$ cat src/rtl/ibex_mem_arbiter.sv
// Shares one req/gnt/rvalid memory port between Ibex instruction fetch and LSU.
// Round-robin with request lock; an in-order owner FIFO steers responses back.
module ibex_mem_arbiter #(
    parameter int unsigned MaxOutstanding = 2,
    localparam int unsigned CntW = $clog2(MaxOutstanding + 1)
) (
    input  logic            clk_i,
    input  logic            rst_i,
    input  logic            instr_req_i,
    output logic            instr_gnt_o,
    output logic            instr_rvalid_o,
    input  logic [31:0]     instr_addr_i,
    output logic [31:0]     instr_rdata_o,
    output logic            instr_err_o,
    input  logic            data_req_i,
    output logic            data_gnt_o,
    output logic            data_rvalid_o,
    input  logic            data_we_i,
    input  logic [3:0]      data_be_i,
    input  logic [31:0]     data_addr_i,
    input  logic [31:0]     data_wdata_i,
    output logic [31:0]     data_rdata_o,
    output logic            data_err_o,
    output logic            mem_req_o,
    input  logic            mem_gnt_i,
    input  logic            mem_rvalid_i,
    output logic            mem_we_o,
    output logic [3:0]      mem_be_o,
    output logic [31:0]     mem_addr_o,
    output logic [31:0]     mem_wdata_o,
    input  logic [31:0]     mem_rdata_i,
    input  logic            mem_err_i,
    output logic [CntW-1:0] outstanding_o,
    output logic            proto_err_o
);

    localparam int unsigned PtrW = (MaxOutstanding > 1) ? $clog2(MaxOutstanding) : 1;
    localparam logic [PtrW-1:0] LastPtr = PtrW'(MaxOutstanding - 1);

    typedef enum logic {
        OWN_INSTR = 1'b0,
        OWN_DATA  = 1'b1
    } owner_e;

    owner_e          fifo_q [MaxOutstanding];
    owner_e          fifo_d [MaxOutstanding];
    logic [PtrW-1:0] wptr_q, wptr_d, rptr_q, rptr_d;
    logic [CntW-1:0] cnt_q, cnt_d;
    logic            lock_q, lock_d;
    owner_e          lock_owner_q, lock_owner_d;
    owner_e          rr_last_q, rr_last_d;
    logic            proto_err_q, proto_err_d;

    owner_e sel;
    owner_e head;
    logic   sel_req, full, empty, push, pop;

    // Selection, request mux and grant
    always_comb begin
        full  = (cnt_q == CntW'(MaxOutstanding));
        empty = (cnt_q == '0);

        if (lock_q) begin
            sel = lock_owner_q;
        end else if (instr_req_i && !data_req_i) begin
            sel = OWN_INSTR;
        end else if (data_req_i && !instr_req_i) begin
            sel = OWN_DATA;
        end else if (instr_req_i && data_req_i) begin
            sel = (rr_last_q == OWN_DATA) ? OWN_INSTR : OWN_DATA;
        end else begin
            sel = OWN_INSTR;
        end

        sel_req   = (sel == OWN_INSTR) ? instr_req_i : data_req_i;
        mem_req_o = sel_req & ~full;

        mem_we_o    = 1'b0;
        mem_be_o    = 4'h0;
        mem_addr_o  = 32'h0;
        mem_wdata_o = 32'h0;
        if (sel_req) begin
            if (sel == OWN_INSTR) begin
                mem_be_o   = 4'hF;
                mem_addr_o = instr_addr_i;
            end else begin
                mem_we_o    = data_we_i;
                mem_be_o    = data_be_i;
                mem_addr_o  = data_addr_i;
                mem_wdata_o = data_wdata_i;
            end
        end

        push        = mem_req_o & mem_gnt_i;
        instr_gnt_o = push & (sel == OWN_INSTR);
        data_gnt_o  = push & (sel == OWN_DATA);
    end

    // Response routing to the owner at the FIFO head
    always_comb begin
        head = fifo_q[rptr_q];
        pop  = mem_rvalid_i & ~empty;

        instr_rvalid_o = pop & (head == OWN_INSTR);
        data_rvalid_o  = pop & (head == OWN_DATA);
        instr_rdata_o  = instr_rvalid_o ? mem_rdata_i : 32'h0;
        instr_err_o    = instr_rvalid_o & mem_err_i;
        data_rdata_o   = data_rvalid_o ? mem_rdata_i : 32'h0;
        data_err_o     = data_rvalid_o & mem_err_i;
    end

    // Next-state: owner FIFO, lock, round-robin pointer, protocol error
    always_comb begin
        fifo_d       = fifo_q;
        wptr_d       = wptr_q;
        rptr_d       = rptr_q;
        cnt_d        = cnt_q + CntW'(push) - CntW'(pop);
        lock_d       = mem_req_o & ~mem_gnt_i;
        lock_owner_d = sel;
        rr_last_d    = rr_last_q;
        proto_err_d  = proto_err_q | (mem_rvalid_i & empty);

        if (push) begin
            fifo_d[wptr_q] = sel;
            wptr_d         = (wptr_q == LastPtr) ? '0 : wptr_q + PtrW'(1);
            rr_last_d      = sel;
        end
        if (pop) begin
            rptr_d = (rptr_q == LastPtr) ? '0 : rptr_q + PtrW'(1);
        end
    end

    always_ff @(posedge clk_i) begin
        if (rst_i) begin
            fifo_q       <= '{default: OWN_INSTR};
            wptr_q       <= '0;
            rptr_q       <= '0;
            cnt_q        <= '0;
            lock_q       <= 1'b0;
            lock_owner_q <= OWN_INSTR;
            rr_last_q    <= OWN_DATA;
            proto_err_q  <= 1'b0;
        end else begin
            fifo_q       <= fifo_d;
            wptr_q       <= wptr_d;
            rptr_q       <= rptr_d;
            cnt_q        <= cnt_d;
            lock_q       <= lock_d;
            lock_owner_q <= lock_owner_d;
            rr_last_q    <= rr_last_d;
            proto_err_q  <= proto_err_d;
        end
    end

    assign outstanding_o = cnt_q;
    assign proto_err_o   = proto_err_q;

endmodule
$ cat config.mk
export PLATFORM = sky130hd
export DESIGN_NAME = ibex_mem_arbiter
export DESIGN_NICKNAME = d
export VERILOG_FILES = /design/src/rtl/ibex_mem_arbiter.sv
export SDC_FILE = /design/constraint.sdc
export NUM_CORES = 1
export LEC_CHECK = 0
export CORE_AREA = 8 8 103 105
export CTS_CLUSTER_DIAMETER = 80
export DETAILED_ROUTE_END_ITERATION = 10
export DIE_AREA = 0 0 111 113
export PLACE_DENSITY = 0.78
export SETUP_SLACK_MARGIN = 0.15
export SYNTH_ARGS = -nofsm -noshare
export SYNTH_HDL_FRONTEND = slang
export SYNTH_SLANG_ARGS = --single-unit
$ cat constraint.sdc
create_clock -name clk_i -period 1.9 [get_ports clk_i]
set_input_delay 0.285 -clock clk_i [delete_from_list [all_inputs] [get_ports clk_i]]
set_output_delay 0.285 -clock clk_i [all_outputs]
set_load 0.01 [all_outputs]
==> Word level (Yosys, flattened, before mapping) <==
Index checks and enable logic that the tools add are counted.
{ "op_classes": {"bitwise_logic": 19, "muxes": 24, "n_eq_ne": 1, "addsub": 4, "magnitude_cmp": 3, "reduce_logical": 7} }
{ "op_table": {"columns": ["operator", "n"], "rows": [
  ["2-to-1 mux 32 bit", 6],
  ["2-to-1 mux 1 bit", 14],
  ["bitwise AND 1 bit", 11],
  ["2-to-1 mux 4 bit", 2],
  ["inverter 1 bit", 5],
  [">= comparator 2 bit, second input constant", 2],
  ["logical AND 1 bit", 4],
  ["inverter 1 -> 2 bit", 2],
  ["adder 1 bit, second input constant", 2],
  ["adder 2 x 1 -> 2 bit", 1],
  ["bitwise mux 2 bit", 1],
  ["== test 2 bit, second input constant", 1],
  ["logical NOT 1 bit", 2],
  ["logical NOT 2 bit", 1],
  ["< comparator 2 x 1 -> 1 bit, second input constant", 1],
  ["subtractor 2 x 1 -> 2 bit", 1],
  ["demux 1 bit (select 1 bit)", 1],
  ["OR 1 bit", 1]
]} }
{ "totals": {"output_inout_bits": 143, "elab_cells": 67, "input_bits": 140, "reg_bits": 10} }

==> Depth between registers and ports, before layout <==
{ "logic_depth": {"depth_word": 10, "depth_mapped": 7, "ltp_nobuf": 7} }

==> Worst setup path after synthesis <==
Ideal clock, no wire load.
{ "synth_timing": {"kind": "reg-to-reg", "start": "register lock_q", "end": "register cnt_q[1], in the netlist outstanding_o[1]", "slack_ns": 0.098, "setup_time_ns": 0.131, "arrival_ns": 1.671, "period_less_slack_ns": 1.802, "path_buffers": 0, "required_ns": 1.769, "path_stages_with_launch": 8, "cell_sequence": "dfxtp_1 or3b_1 o2111a_4 xnor2_1 ha_1 xor2_1 nand3_1 nor3b_1"} }
{ "synth_between": {"elab_chain_len": 6} }
{ "synth_lines": {"columns": ["element", "line_no", "source"], "rows": [
  ["start, declared", "49", "logic lock_q, lock_d;"],
  ["start signal, assigned", "148", "lock_q <= lock_d;"],
  ["2-to-1 mux 1 bit", "63", "if (lock_q) begin"],
  ["2-to-1 mux 1 bit", "75", "sel_req = (sel == OWN_INSTR) ? instr_req_i : data_req_i;"],
  ["bitwise AND 1 bit", "76", "mem_req_o = sel_req & ~full;"],
  ["bitwise AND 1 bit", "94", "push = mem_req_o & mem_gnt_i;"],
  ["adder 2 x 1 -> 2 bit", "117", "cnt_d = cnt_q + CntW'(push) - CntW'(pop);"],
  ["subtractor 2 x 1 -> 2 bit", "117", null],
  ["end signal, assigned", "147", "cnt_q <= cnt_d;"],
  ["end, declared", "48", "logic [CntW-1:0] cnt_q, cnt_d;"]
]} }
Every way passes these cells.
A chain may end at the register's enable or synchronous reset.

==> Final worst setup path <==
{ "layout_timing": {"start": "register lock_q", "end": "output port mem_addr_o[12]"} }
{ "layout_between": {"elab_chain_len": 3, "elab_cells_between_ends": 4, "cone_classes": "mux: 4"} }
{ "layout_lines": {"columns": ["element", "line_no", "source"], "rows": [
  ["2-to-1 mux 1 bit (*)", "63", null],
  ["2-to-1 mux 32 bit / 2-to-1 mux 1 bit (equally long branches)", "83, 75", null],
  ["2-to-1 mux 32 bit (*)", "82", "if (sel_req) begin"],
  ["end, declared", "29", "output logic [31:0] mem_addr_o,"]
]} }
Mark *: on every way between the ends. The rest lies on a longest branch, timed or not.

==> metrics.md <==
| Metric | Value |
|---|---|
| Status | finished with violations |
| Failing checks | setup timing |
| EDFF count, synth | 0 |
| Area Growth Syn to Fin | 280% |
| Period utilisation layout | 108% |
| Initial Util | 18.4% |
| Max stage delay on crit path | 0.36 ns |
| RSZ-0062 raised after global routing | yes |
| CP Depth | 8 |
| Average size of a mapped cell | 5.97 µm² |
| Syn nets | 417 |
| Synth cell types | 29 |
| TritonRoute pass-1 iters | 4 |
| Congestion Overflow GR | 0 |
| Port Buffer Count | 282 |
| Max Fclk | 0.489 GHz |
| Min Tclk post-route | 2.04 ns |
| Hold Path Class | flip-flop to flip-flop |
| Pins Over Slew Limit | 0 |
| Final-stage net count | 757 |
| Synthesized flop and latch total | 10 |
| Post-Syn Area | 1650 µm² |
| GRT Resource Usage Total | 19.4% |
| Core area | 8980 µm² |
| Buf/Inv on CP | 4 |
| Worst Path Arrival | 1.76 ns |
| Total clock sinks | 10 |
| Maximum clock path buffer count | 2 |
| WL per Instance | 20.3 µm |
| Power Dens Cells | 649 nW/µm² |
| Largest net degree at the start of global routing | 26 |
| # IOs | 283 |
| Hold Vio Cnt, Final | 0 |
| Total power | 0.00407 W |
| Setup ws final | -0.144 ns |
| First-pass GRT wire length | 19900 µm |
| Cell count after synthesis | 276 |
| Hold Path Depth | 2 |
| Placed cell count | 673 |
| Via Count | 3327 |
| TritonCTS clock tree | done |
| Commonest non-fill, non-tap cell in the layout | clkdlybuf4s50_1 |
| Row cnt | 35 |
| Async S/R FF share, synth | 0% |
| Max-cap violation count | 0 |
| Vias per inst | 4.58 |
| DR DRC count | 0 |
| Total Routed Length | 14700 µm |
| H-tree levels | 1 |
| Vias in the first global route | 3520 |
| CTS root buf | clkbuf_8 |
| Leakage dissipation | 2.91 nW |
| Post-synthesis sequential area ratio | 12.1% |
| Worst R2R Path Depth | 8 |
| Share of layout cells above drive strength 1 | 65.7% |
| Die X | 111 µm |
| ANT cells | 0 |
| Die area | 12500 µm² |
| CTS Buf Count | 3 |
| Drt initial violations | 134 |
| Clock Skew | 0.00194 ns |
| WS Path Type | flip-flop to output port |
| Crit-path leading delay family | buffers and inverters |
| Initial antenna violation count | 0 |
| Post-DRT Antenna Nets | 0 |
| GPL Wtd Cong | 0.746 |
| Setup violators final | 42 |
| Startpoint type of the worst setup path | flip-flop |
| Top Usage Layer GRT | met2 |
| Hpwl dp | 9560 µm |
| Clk Latency, worst-skew pair | 0.24 ns |
| Hold Buf Count CTS | 0 |
| Met3 usage | 5.71% |
| Slowest stage cell, crit path | dfxtp_4 |
| Die height | 113 µm |
| Most frequent cells in the layout | 139 x clkdlybuf4s50_1, 97 x buf_6, 96 x and2_4 |
| Fin cells | 726 |
| Worst-margin pin slew | 0.456 ns |
| GRT met1 Usage | 19.9% |
| Worst-path clk slew | 0.05 ns |
| VDD IR max | 0.557 mV |
| Slew headroom | 69.5% |
| Critical path cell sequence | and2b_2 > a21oi_4 > buf_6 > buf_12 > buf_16 > nand2_1 > a21oi_2 > buf_2 |
| GR met2 Demand/Resource | 38.2% |
| Crit end category | output port |
| Crit path required time | 1.62 ns |
| YS warnings | 0 |
| Crit Path Max Fanout | 8 |
| Top_reg_cell synth | dfxtp_1 |
==> timing repair <==
action,4_1_cts,5_1_grt
endpoints found under the setup margin,142,113
resized for setup,742,171
gates cloned,14,8
pin swaps,71,61
buffers inserted,23,4
==> cell usage after synthesis (2+ instances only) <==
cell / n / area, µm²
clkbuf_1: 8 / 30.0
and2_1: 100 / 626
inv_1: 2 / 7.51
xor2_1: 2 / 17.5
a21oi_1: 40 / 200
nor2b_1: 3 / 18.8
dfxtp_1: 10 / 200
a22o_1: 3 / 26.3
buf_2: 12 / 60.1
a311oi_1: 2 / 17.5
nand2_1: 67 / 251
nor2_1: 10 / 37.5
==> sequential cells by signal, summed over array words and instances (netlist names) <==
name	cells
fifo_q	2
outstanding_o	2
lock_owner_q	1
lock_q	1
proto_err_o	1
rptr_q	1
rr_last_q	1
wptr_q	1
==> cell families after synthesis <==
logic type	Yosys count	synth area share [%]
buffers and inverters	22	5.92
XOR/XNOR	3	1.59
AND/OR/NAND/NOR	186	59.2
adder cells (fa/ha/maj)	1	0.759
flip-flops	10	12.1
multiplexers	1	0.607
AO/OA/AOI/OAI	53	19.8
==> metal layers <==
layer	wire (µm)	share of wire, %
met1	5250	36
met2	8160	55
met3	992	6.7
met4	320	2.2
met5	0	0
==> path summary, 6_finish.rpt <==
kind	startpoint	end	slack, ns
setup / recovery	lock_q	mem_addr_o[12]	-0.14
hold / removal	proto_err_o	proto_err_o	0.47
setup reg to reg	lock_q	outstanding_o[1]	-0.04
hold reg to reg	proto_err_o	proto_err_o	0.47
==> power breakdown <==
group | switching [W] | total [W] | internal, W
Combinational | 0.00138 | 0.00348 | 0.00211
Clock | 0.0000839 | 0.000266 | 0.000182
Sequential | 0.0000525 | 0.000318 | 0.000266
Total | 0.00151 | 0.00407 | 0.00255
==> metrics by stage <==
stage / hold slack [ns] / utilization (%) / area (µm²) / setup slack (ns) / TNS (ns)
CTS: 0.477 / 60.2 / 5400 / -0.0753 / -1.36
finish: 0.471 / 69.7 / 6260 / -0.144 / -2.88
floorplan: 0.356 / - / 1650 / 0.158 / 0
detailed placement: 0.464 / 53.4 / 4790 / -0.548 / -55.45
global placement: 0.453 / 53.4 / 4790 / -0.534 / -53.56
global route: 0.529 / 69.7 / 6260 / -0.210 / -6.03
==> worst register-to-register path: stages (launching register included) <==
cell      delay [ns]
dfxtp_4         0.36
or3b_4          0.40
buf_6           0.14
o2111a_4        0.17
xnor2_2         0.14
ha_2            0.20
xor2_2          0.17
nand3_1         0.08
nor3b_2         0.16
==> layout make-up <==
class	instances	area, µm²
Clock buffer	4	55.1
Fill cell	651	2720
Inverter	2	7.51
Multi-Input combinational cell	244	2060
Sequential cell	10	206
Tap cell	111	139
Timing Repair Buffer	355	3790
Note: power is estimated with default switching activity, not from simulation.
==> variant, RTL diff (same flow settings) <==
`MaxOutstanding`: 2 -> 4.
--- a/src/rtl/ibex_mem_arbiter.sv
+++ b/src/rtl/ibex_mem_arbiter.sv
@@ -3,3 +3,3 @@
 module ibex_mem_arbiter #(
-    parameter int unsigned MaxOutstanding = 2,
+    parameter int unsigned MaxOutstanding = 4,
     localparam int unsigned CntW = $clog2(MaxOutstanding + 1)
Ports: changed (resized outstanding_o); port bits go from 283 to 284. The function was not compared with the original's and may differ.
==> variant against the unedited design <==
  * The run still ends with setup timing left
  * Synthesized area is 25% higher
  * Total power is 14% higher
  * Sequential cell count is 5 higher
  * Sequential share of layout area is 0.97 points higher
  * Wire length is 32% higher
  * Clock skew is 0.0055 ns higher
  * Design area is 17% higher
  * Worst setup slack worse by 0.15 ns
  * Critical path type is now in2out
  * Largest cell class unchanged
  * Highest routed layer unchanged
==> variant: results <==
metrics = {
    "outcome": {
        "status": "complete, but fails checks",
        "violations": "setup timing",
    },
    "power": {
        "ir_drop_mv": 0.743,
        "leakagePower_uw": 0.00333,
    },
    "placement": {
        "dpl.hpwl_um": 10600,
        "dpl.cell_count": 741,
        "gp_congestion": 0.812,
        "place_ws_ns": -0.705,
        "portBuffers": 283,
        "place_area_mm2": 0.00524,
    },
    "layout": {
        "area_growth_pct": 255,
        "num-nets-final": 864,
        "layout-drive-gt1-share_pct": 62.2,
        "n_fill_cell": 500,
        "fin_cells": 826,
    },
    "grt": {
        "grt_start_max_net_pins": 43,
        "first_global_vias": 3881,
        "grt_pass1_wl_um": 22800,
        "grt_usage_pct": 22.6,
    },
    "worst_setup_path": {
        "cpMaxStageDelayCell": "dlygate4sd2_1",
        "r2r-start": "lock_q",
        "r2r_cells": 10,
        "crit_path_end": "mem_addr_o[18]",
        "path_max_fanout": 4,
        "r2r-end": "outstanding_o[2]",
        "arrival_ns": 1.91,
        "r2r_slack_ns": -0.25,
        "crit_start": "instr_req_i",
        "critical-path-max-stage-delay_ns": 0.28,
    },
    "yosys": {
        "synth-compound-area-share_pct": 16.3,
        "synth.area.mux_share_pct": 3.03,
        "synth_fa_ha_area_share_pct": 5.22,
        "synthTopCellsByArea": "nand2_1, dfxtp_1, and2_1",
        "synthCells": 347,
        "seq_area_frac_synth_pct": 14.6,
        "synth-xor-area-share_pct": 0.849,
        "synth_common_cells": "nand2_1, nor2_1, a21oi_1, and2_1, and3_1",
        "synth_cell_types": 34,
    },
    "min_path": {
        "hp-class": "in2reg",
        "min_path_cells": 3,
        "hp-start": "mem_rvalid_i",
    },
    "routing": {
        "wl_per_cell_um": 23.6,
        "dr.first_iter.drc_count": 313,
        "viasPerCell": 5.00,
    },
    "timing": {
        "slew_headroom_pct": 75.9,
        "whs_ns": 0.393,
        "finClkSkew_ns": 0.00740,
        "setup_slack_ns": -0.295,
        "finalSetupViolCount": 142,
    },
    "cts": {
        "cts_resized": 632,
        "cts_setup_buffers": 31,
    },
}
-- variant: worst reg2reg max path: stages (launching register included) --
cell and delay [ns]:
dfxtp_2 0.37, or3b_4 0.41, o2111a_4 0.17, inv_4 0.08, ha_4 0.13, inv_2 0.04, ha_4 0.16, fa_2 0.35
xnor2_2 0.14, xnor2_1 0.12, nor2_1 0.12
-- variant: area by class of cell --
type / instances / share of cell area [%]
clock buffers: 3 / 0.564
clock inverters: 1 / 0.0683
inverters: 9 / 0.530
multi-input cells: 294 / 33.2
flip-flops and latches: 15 / 4.27
well taps: 111 / 1.90
repair buffers: 393 / 59.5
-- variant: layer usage --
metal  vias up  wire (um)  track usage, %
met5         -          0               0
li1       1874          -               -
met1      2029       6880            24.1
met3        46       1040            4.71
met4         0        580            4.77
met2       177      11000            44.2
-- variant: where the power goes --
group          internal (uW)  switching (uW)
sequential               387            62.5
combinational           2150            1750
clock                    146             125
total                   2690            1940
